`src/rtl/muldiv_ctrl_pkg.sv`:
```
// rtl/muldiv_ctrl_pkg.sv - shared MIPS multiply/divide definitions: op codes, FSM states, widths
package muldiv_ctrl_pkg;

    localparam int XLEN_DEFAULT = 32;
    localparam int OP_W_DEFAULT = 2;

    typedef enum logic [1:0] {
        OP_MULT  = 2'd0,
        OP_MULTU = 2'd1,
        OP_DIV   = 2'd2,
        OP_DIVU  = 2'd3
    } op_e;

    typedef enum logic [1:0] {
        S_IDLE = 2'd0,
        S_RUN  = 2'd1,
        S_FIX  = 2'd2
    } state_e;

    function automatic logic op_is_div(input logic [1:0] op);
        return (op == OP_DIV) || (op == OP_DIVU);
    endfunction

    function automatic logic op_is_signed(input logic [1:0] op);
        return (op == OP_MULT) || (op == OP_DIV);
    endfunction

endpackage

```
`src/rtl/muldiv_step.sv`:
```
// rtl/muldiv_step.sv - one shift-add multiply or restoring-divide step per cycle on magnitudes
module muldiv_step
    import muldiv_ctrl_pkg::*;
#(
    parameter int XLEN = XLEN_DEFAULT
) (
    input  logic                clk,
    input  logic                rst_n,
    input  logic                load_i,
    input  logic                step_i,
    input  logic                div_i,
    input  logic [XLEN-1:0]     a_mag_i,
    input  logic [XLEN-1:0]     b_mag_i,
    output logic [2*XLEN-1:0]   result_o
);

    // Upper half: partial product / partial remainder; lower half: multiplier / quotient bits.
    logic [2*XLEN-1:0] sr_q, sr_d;
    // Multiplicand for multiply, divisor for divide.
    logic [XLEN-1:0]   opnd_q, opnd_d;

    logic [XLEN:0]     mul_sum;
    logic [XLEN:0]     rem_sh;
    logic [XLEN:0]     diff;

    // Next shift-register contents: load, one multiply step or one restoring divide step.
    always_comb begin
        sr_d    = sr_q;
        opnd_d  = opnd_q;
        mul_sum = {1'b0, sr_q[2*XLEN-1:XLEN]} + (sr_q[0] ? {1'b0, opnd_q} : '0);
        rem_sh  = {sr_q[2*XLEN-1:XLEN], sr_q[XLEN-1]};
        // Partial remainder stays below the divisor, so bit XLEN of diff is a clean borrow flag.
        diff    = rem_sh - {1'b0, opnd_q};
        if (load_i) begin
            if (div_i) begin
                sr_d   = {{XLEN{1'b0}}, a_mag_i};
                opnd_d = b_mag_i;
            end else begin
                sr_d   = {{XLEN{1'b0}}, b_mag_i};
                opnd_d = a_mag_i;
            end
        end else if (step_i) begin
            if (div_i) begin
                if (!diff[XLEN]) begin
                    sr_d = {diff[XLEN-1:0], sr_q[XLEN-2:0], 1'b1};
                end else begin
                    sr_d = {rem_sh[XLEN-1:0], sr_q[XLEN-2:0], 1'b0};
                end
            end else begin
                sr_d = {mul_sum, sr_q[XLEN-1:1]};
            end
        end
    end

    // Register the step state; reset clears the latched operand magnitudes.
    always_ff @(posedge clk or negedge rst_n) begin
        if (!rst_n) begin
            sr_q   <= '0;
            opnd_q <= '0;
        end else begin
            sr_q   <= sr_d;
            opnd_q <= opnd_d;
        end
    end

    assign result_o = sr_q;

endmodule

```
`src/rtl/muldiv_ctrl.sv`:
```
// rtl/muldiv_ctrl.sv - MIPS HI/LO multiply/divide unit: FSM, step counter, sign fix-up, HI/LO
module muldiv_ctrl
    import muldiv_ctrl_pkg::*;
#(
    parameter int XLEN = XLEN_DEFAULT,
    parameter int OP_W = OP_W_DEFAULT
) (
    input  logic             clk,
    input  logic             rst_n,
    input  logic             startE,
    input  logic [OP_W-1:0]  opE,
    input  logic [XLEN-1:0]  srcAE,
    input  logic [XLEN-1:0]  srcBE,
    input  logic             mthiE,
    input  logic             mtloE,
    input  logic             mfhiE,
    input  logic             mfloE,
    input  logic             flushE,
    output logic [XLEN-1:0]  hi,
    output logic [XLEN-1:0]  lo,
    output logic             busy,
    output logic             stallE,
    output logic             done
);

    localparam int              CNT_W    = $clog2(XLEN);
    localparam logic [CNT_W-1:0] CNT_LAST = CNT_W'(XLEN - 1);

    state_e             state_q;
    logic [CNT_W-1:0]   cnt_q, cnt_d;
    logic [XLEN-1:0]    hi_q, lo_q;
    logic [XLEN-1:0]    a_q;
    logic               b_sign_q;
    logic [OP_W-1:0]    op_q;
    logic               dz_q;
    logic               busy_q;
    logic               done_q;

    logic               start_div, start_sgn, start_dz, accept;
    logic [XLEN-1:0]    a_mag, b_mag;
    logic               step_en, step_div;
    logic [2*XLEN-1:0]  step_res;

    logic               fix_sgn, fix_neg;
    logic [2*XLEN-1:0]  prod;
    logic [XLEN-1:0]    quo, rem;
    logic [XLEN-1:0]    fix_hi_d, fix_lo_d;

    assign start_div = op_is_div(opE[1:0]);
    assign start_sgn = op_is_signed(opE[1:0]);
    assign start_dz  = start_div && (srcBE == '0);
    assign accept    = (state_q == S_IDLE) && startE && !flushE;
    assign a_mag     = (start_sgn && srcAE[XLEN-1]) ? -srcAE : srcAE;
    assign b_mag     = (start_sgn && srcBE[XLEN-1]) ? -srcBE : srcBE;
    assign step_en   = (state_q == S_RUN) && !flushE;
    assign step_div  = accept ? start_div : op_is_div(op_q[1:0]);
    assign cnt_d     = (cnt_q == CNT_LAST) ? '0 : cnt_q + CNT_W'(1);

    muldiv_step #(
        .XLEN(XLEN)
    ) u_step (
        .clk      (clk),
        .rst_n    (rst_n),
        .load_i   (accept),
        .step_i   (step_en),
        .div_i    (step_div),
        .a_mag_i  (a_mag),
        .b_mag_i  (b_mag),
        .result_o (step_res)
    );

    // Restore signs on the magnitude result and pick the HI/LO values written in FIX.
    always_comb begin
        fix_sgn  = op_is_signed(op_q[1:0]);
        fix_neg  = fix_sgn && (a_q[XLEN-1] ^ b_sign_q);
        prod     = fix_neg ? -step_res : step_res;
        quo      = fix_neg ? -step_res[XLEN-1:0] : step_res[XLEN-1:0];
        rem      = (fix_sgn && a_q[XLEN-1]) ? -step_res[2*XLEN-1:XLEN] : step_res[2*XLEN-1:XLEN];
        fix_hi_d = prod[2*XLEN-1:XLEN];
        fix_lo_d = prod[XLEN-1:0];
        if (dz_q) begin
            fix_hi_d = a_q;
            fix_lo_d = '1;
        end else if (op_is_div(op_q[1:0])) begin
            fix_hi_d = rem;
            fix_lo_d = quo;
        end
    end

    // Control FSM: accept/abort operations, count steps, commit HI/LO and pulse done.
    always_ff @(posedge clk or negedge rst_n) begin
        if (!rst_n) begin
            state_q  <= S_IDLE;
            cnt_q    <= '0;
            hi_q     <= '0;
            lo_q     <= '0;
            a_q      <= '0;
            b_sign_q <= 1'b0;
            op_q     <= '0;
            dz_q     <= 1'b0;
            busy_q   <= 1'b0;
            done_q   <= 1'b0;
        end else begin
            done_q <= 1'b0;
            if (flushE) begin
                // A flushed instruction never commits, so pending moves are dropped too.
                state_q <= S_IDLE;
                cnt_q   <= '0;
                busy_q  <= 1'b0;
            end else begin
                case (state_q)
                    S_IDLE: begin
                        if (startE) begin
                            a_q      <= srcAE;
                            b_sign_q <= srcBE[XLEN-1];
                            op_q     <= opE;
                            dz_q     <= start_dz;
                            cnt_q    <= '0;
                            busy_q   <= 1'b1;
                            state_q  <= start_dz ? S_FIX : S_RUN;
                        end else begin
                            if (mthiE) hi_q <= srcAE;
                            if (mtloE) lo_q <= srcAE;
                        end
                    end
                    S_RUN: begin
                        cnt_q <= cnt_d;
                        if (cnt_q == CNT_LAST) state_q <= S_FIX;
                    end
                    S_FIX: begin
                        hi_q    <= fix_hi_d;
                        lo_q    <= fix_lo_d;
                        done_q  <= 1'b1;
                        busy_q  <= 1'b0;
                        state_q <= S_IDLE;
                    end
                    default: begin
                        state_q <= S_IDLE;
                        busy_q  <= 1'b0;
                    end
                endcase
            end
        end
    end

    assign hi     = hi_q;
    assign lo     = lo_q;
    assign busy   = busy_q;
    assign done   = done_q;
    assign stallE = busy_q && (startE || mfhiE || mfloE || mthiE || mtloE);

endmodule
```
`config.mk`:
```
export PLATFORM = sky130hd
export DESIGN_NAME = muldiv_ctrl
export DESIGN_NICKNAME = d
export VERILOG_FILES = /design/src/rtl/muldiv_ctrl_pkg.sv /design/src/rtl/muldiv_step.sv /design/src/rtl/muldiv_ctrl.sv
export SDC_FILE = /design/constraint.sdc
export NUM_CORES = 1
export LEC_CHECK = 0
export ABC_AREA = 1
export ABC_CLOCK_PERIOD_IN_PS = 2600
export BUFFER_PORTS_ARGS = -buffer_cell sky130_fd_sc_hd__buf_2
export CAP_MARGIN = 20
export CORE_MARGIN = 2
export CORE_UTILIZATION = 43
export CTS_CLUSTER_SIZE = 8
export DETAILED_ROUTE_END_ITERATION = 8
export PLACE_DENSITY = 0.63
export SLEW_MARGIN = 5
export SYNTH_ARGS = -nofsm -noshare
export SYNTH_HDL_FRONTEND = slang
export SYNTH_SLANG_ARGS = --single-unit
```
`constraint.sdc`:
```
create_clock -name clk -period 2.6 [get_ports clk]
set_input_delay 0.26 -clock clk [delete_from_list [all_inputs] [get_ports clk]]
set_output_delay 0.26 -clock clk [all_outputs]
set_load 0.005 [all_outputs]
```
Word level (Yosys, flattened, before mapping)
Cells that the tools add are included.
{"block": "totals", "latch_bits": 0, "mem_count": 0, "mem_bits_ro": 0, "reg_bits": 205, "ram_bits": 0}
{"block": "op_classes", "shift": 0, "n_mux": 37, "n_div": 0, "bitwise_logic": 2, "reduce_logical": 31, "n_mul": 0, "n_eq_ne": 13, "magnitude_cmp": 0, "n_addsub": 8}
{"operator": "32-bit 2-to-1 mux", "count": 15}
{"operator": "64-bit 2-to-1 mux", "count": 5}
{"operator": "32-bit negator", "count": 4}
{"operator": "32-bit case mux with 2 select lines", "count": 2}
{"operator": "64-bit negator", "count": 1}
{"operator": "32-bit by 33-bit adder with 33-bit output", "count": 1}
{"operator": "33-bit by 32-bit subtractor with 33-bit output", "count": 1}
{"operator": "32-bit zero test", "count": 1}
{"operator": "5-bit 2-to-1 mux", "count": 3}
{"operator": "2-bit == test (second input constant)", "count": 5}
{"operator": "5-bit case mux with 2 select lines", "count": 1}
{"operator": "1-bit logical AND", "count": 9}
{"operator": "1-bit logical OR", "count": 8}
{"operator": "2-bit 2-to-1 mux", "count": 4}
{"operator": "2-bit != test (second input constant)", "count": 4}
{"operator": "4-bit AND reduction", "count": 2}
{"operator": "2-bit zero test", "count": 3}
{"operator": "2-bit AND reduction", "count": 3}
{"operator": "5-bit by 1-bit adder with 5-bit output (second input constant)", "count": 1}
{"operator": "5-bit == test (second input constant)", "count": 1}
{"operator": "1-bit 2-to-1 mux", "count": 5}
{"operator": "2-bit case mux with 2 select lines", "count": 1}
{"operator": "2-bit nonzero test", "count": 2}
{"operator": "3-bit by 2-bit != test with 1-bit output (second input constant)", "count": 1}
{"operator": "8 further kinds", "count": 8}

Logic depth before layout (Yosys ltp)
{"block": "depth", "ltp_word": 7, "mapped_depth": 20}

Hierarchy
Synthesis repeated with hierarchy kept, for this count alone.
{"block": "hier_totals", "cells_unflattened": 3258, "area_unflattened_um2": 19630.1}
{"module": "muldiv_step", "seq_area_each_um2": 2402.3, "instances": 1, "area_each_um2": 10164.7, "cells_per_inst": 1699}
{"module": "muldiv_ctrl", "seq_area_each_um2": 2727.6, "instances": 1, "area_each_um2": 9465.3, "cells_per_inst": 1559}

Least setup slack after synthesis
No wires, ideal clock.
{"block": "synth_timing", "kind": "reg-to-reg", "start": "register u_step.sr_q[0], in the netlist u_step.result_o[0]", "end": "register u_step.sr_q[39], in the netlist u_step.result_o[39]", "path_slack_ns": 0.015, "n_path_buf": 2, "arrival_time_ns": 2.469, "stages_incl_launch_ff": 19, "path_cell_list": "dfrtp_1 -> buf_2 -> clkbuf_1 -> nand2_1 -> inv_1 -> ha_1 -> inv_1 -> fa_1 -> o21ai_0 -> nand2_1 -> nand2_1 -> nand2_1 -> nand2_1 -> xnor2_1 -> inv_1 -> o21ai_0 -> inv_1 -> nand2_1 -> nand2_1"}
{"block": "synth_between", "elab_chain_cells": 5}
{"element": "start, declared", "line": "muldiv_step.sv:18", "rtl": "logic [2*XLEN-1:0] sr_q, sr_d;"}
{"element": "start signal, assigned", "line": "muldiv_step.sv:61", "rtl": "sr_q <= sr_d;"}
{"element": "32-bit 2-to-1 mux", "line": "muldiv_step.sv:30", "rtl": "mul_sum = {1'b0, sr_q[2*XLEN-1:XLEN]} + (sr_q[0] ? {1'b0, opnd_q} : '0);"}
{"element": "32-bit by 33-bit adder with 33-bit output", "line": "muldiv_step.sv:30"}
{"element": "64-bit 2-to-1 mux", "line": "muldiv_step.sv:43", "rtl": "if (div_i) begin"}
{"element": "64-bit 2-to-1 mux", "line": "muldiv_step.sv:42", "rtl": "end else if (step_i) begin"}
{"element": "64-bit 2-to-1 mux", "line": "muldiv_step.sv:34", "rtl": "if (load_i) begin"}
No other way between the ends. The select of a mux whose other input is x is not followed.
A chain may end at the register's enable or synchronous reset.

Worst setup path in the final report
{"block": "layout_timing", "start": "register u_step.sr_q[0], in the netlist u_step.result_o[0]", "end": "register u_step.sr_q[49], in the netlist u_step.result_o[49]"}
Same word-level chain as after synthesis.

==> metrics.cfg <==
[run_status]
outcome=finished, final reports clean

[worst_setup_path]
crit_arrival_ns=2.99
cp_max_fo=23
required_ns=3.08
worst_r2r_startpoint=u_step.result_o[0]
critical_path_class=flip-flop to flip-flop
critPathLaunchType=flip-flop
r2r-end=u_step.result_o[49]
r2r_cells=18
worstSetupEndpointType=flip-flop
r2r_slack_ns=0.09

[cts]
clk_latency_ns=0.61
clkSinkCount=205
numCtsBuffers=30
cts_tree=done
clk_pin_slew_worst_paths_ns=0.05
htreeDepth=1
cts.path.max_buffers=3
root_buffer=clkbuf_16

[synth]
synthAdderAreaFrac_pct=4.64
synth-main-ff-cell=dfrtp_1
muxShareOfSynthArea_pct=0
yosys.area.top_type_share_pct=26.0
synth.distinct_cells=54
netlist_instances=3371
yosysSeqAreaShare_pct=26.0
synth_xor_area_share_pct=2.53
ys_ff_latch=205
syn-num-nets=3517
async_reset_ff_share_pct=100
synth-simple-area-share_pct=41.2
synth-edff-count=0
syn_area_per_cell_sq_um=5.85
synth_compound_area_share_pct=14.7
ys_warn_count=0
netlist.top_cell.by_area=dfrtp_1
syn_area_sq_um=19700
synth.area.top_cells=dfrtp_1 (26%), nand2_1 (19%), nor2_1 (9.1%)
synth_top_family_by_area=simple AND/OR/NAND/NOR gates

[grt]
grt_max_degree=110
grt_overflow=0
grt_pass1_vias=21600
antenna_found_initial=4
grt_use_total_pct=38.1
grt_pass1_wl_um=136000

[hold_path]
holdPathStages=3
hold-path-endpoint=op_q[0]
min_from=opE[0]
min_path_type=input port to flip-flop

[routing]
via_per_inst=5.58
antenna_left=0
detailroute.via_count=23900
wl_per_cell_um=21.6
drtIter0Drc=3042
drt_first_pass_iters=6
wl_um=92600
drc_errors=0

[timing]
slew_headroom_pct=32.5
layout_setup_ws_ns=0.0910
fin_crit_ns=2.51
finalHoldViolations=0
rsz0062_at_grt=true
worst_pin_slew_ns=1.01
maxSlewViolCount=0
finalSetupViolations=0
finalCritPeriodShare_pct=96.5
fmax_ghz=0.399
skew_ns=0.0298

[cells_and_area]
n_fill_cell=4887
fin_util_pct=52.9
layout_commonest_cell=nand2_1
drive_above_1_share_pct=15.1
instances_no_fill=4292
nets=3828
syn_to_final_growth_pct=21.6
finish.instance_area_sq_um=24000
layout_common_cells=nand2_1 (971), nor2_1 (467), inv_1 (421), nand3_1 (323), buf_4 (238)

[placement]
gp_congestion=1.01
dpl.cell_count=4242
dp_hpwl_um=74700
place_area_sq_um=22700
pre_cts_slack_ns=-0.0593
port_buffers=140

[floorplan]
core_sq_um=45400
initial_utilization_pct=43.5
die_h_um=218
num_rows=78
die_area_sq_um=47600
io_pins=141
die_w_um=218

[power_and_ir_drop]
power.density_nw_per_um2=1240
power_mw=29.6
max-vdd-ir-drop_mv=0.711
leakagePower_nw=12.4

[job]
max-cap-violations=0

==> report_power, final <==
group	internal (mW)	switching, mW
sequential	4.35	1.27
combinational	7.40	12.9
clock	2.12	1.56
total	13.9	15.8
==> metrics by stage <==
| step | hold slack [ns] | setup TNS (ns) |
|---|---|---|
| finish | 0.0452 | 0 |
| global route | 0.0824 | -0.251 |
| CTS | 0.00395 | 0 |
| detailed placement | 0.314 | -0.0593 |
| global placement | 0.308 | -0.121 |
| floorplan | -0.0356 | 0 |
==> layer usage <==
metal	GRT usage [%]	vias up	part of all wire, %
met3	8.73	168	12
met5	1.46	-	0.11
met1	56.7	11000	44
met4	10.8	2	3.4
met2	54.4	1291	40
li1	-	11400	-
==> worst max-delay path by stage <==
| stage | end | slack [ns] | start | cells past startpoint |
|---|---|---|---|---|
| final | u_step.result_o[49] | 0.09 | u_step.result_o[0] | 18 |
| after global routing | u_step.result_o[57] | -0.05 | u_step.result_o[0] | 19 |
| after CTS | u_step.result_o[39] | 0.03 | u_step.result_o[0] | 17 |
| after detailed placement | u_step.result_o[50] | -0.06 | u_step.result_o[0] | 17 |
| after global placement | u_step.result_o[50] | -0.06 | u_step.result_o[0] | 17 |
| after floorplan | u_step.result_o[39] | 0.01 | u_step.result_o[0] | 18 |
==> logic make-up (layout without fill, tap and decap cells) <==
group | count (synthesis) | count (layout)
and+or+nand+nor | 1947 | 1948
buffers and inverters | 555 | 870
AOI/OAI and AO/OA | 535 | 535
DFF | 205 | 205
adders and majority gates | 72 | 72
xor gates and xnor gates | 57 | 57
other | 0 | 5
==> Yosys cell counts (4+ instances only) <==
| cell type | number |
|---|---|
| buf_2 | 34 |
| buf_1 | 14 |
| o21ai_0 | 205 |
| o21ai_1 | 26 |
| nand3_1 | 326 |
| o21bai_1 | 14 |
| a21o_1 | 5 |
| a31oi_1 | 6 |
| nand2_1 | 988 |
| nor2_1 | 479 |
| nand3b_1 | 13 |
| o22ai_1 | 10 |
| inv_1 | 425 |
| inv_2 | 9 |
| clkbuf_1 | 63 |
| dfrtp_1 | 205 |
| o31ai_1 | 6 |
| nand4_1 | 47 |
| nor4_1 | 5 |
| a21boi_0 | 8 |
| ha_1 | 70 |
| a21boi_1 | 4 |
| a22oi_1 | 11 |
| nor3_1 | 42 |
| xor2_1 | 38 |
| xnor2_1 | 19 |
| nor2_2 | 12 |
| nand2_2 | 8 |
| o21a_1 | 4 |
| o211ai_1 | 7 |
| or2_2 | 10 |
| buf_6 | 5 |
| a21oi_1 | 218 |
==> registers in the layout, summed over array words and instances (netlist names) <==
signal / flops
dz_q: 1
a_q: 32
state_q: 2
cnt_q: 5
u_step.result_o: 64
done: 1
op_q: 2
busy: 1
hi: 32
u_step.opnd_q: 32
lo: 32
b_sign_q: 1
==> worst max-delay path, cell delays in order, from the launching register on <==
cell      delay (ns)
dfrtp_1         0.41
buf_12          0.18
nand2_1         0.09
inv_1           0.08
ha_1            0.32
buf_4           0.16
nand2_2         0.11
inv_1           0.06
nand2_2         0.11
inv_1           0.05
nand2_1         0.06
nand2_1         0.08
nand3b_1        0.21
nand2_1         0.08
nand2_1         0.04
o21ai_1         0.16
inv_1           0.08
nand2_1         0.07
nand2_1         0.04
==> timing repair <==
action	4_1_cts	5_1_grt
hold buffers	6	0
gates resized for setup	3	94
cloned	0	1
pin swaps	0	9
endpoints found under the hold margin	80	0
setup buffers	0	1
endpoints found under the setup margin	4	35
==> layout make-up <==
class                   count  area (sq um)  area share [%]
clock buffers              35           800            3.33
well taps                 600           751            3.13
inverters                 437          1650            6.87
flip-flops and latches    205          5130            21.4
repair buffers            396          2790            11.6
clock inverters             2          35.0           0.146
multi-input cells        2612         12800            53.4
diodes                      5          12.5          0.0522
No activity file was read; power rests on OpenSTA's default activity.
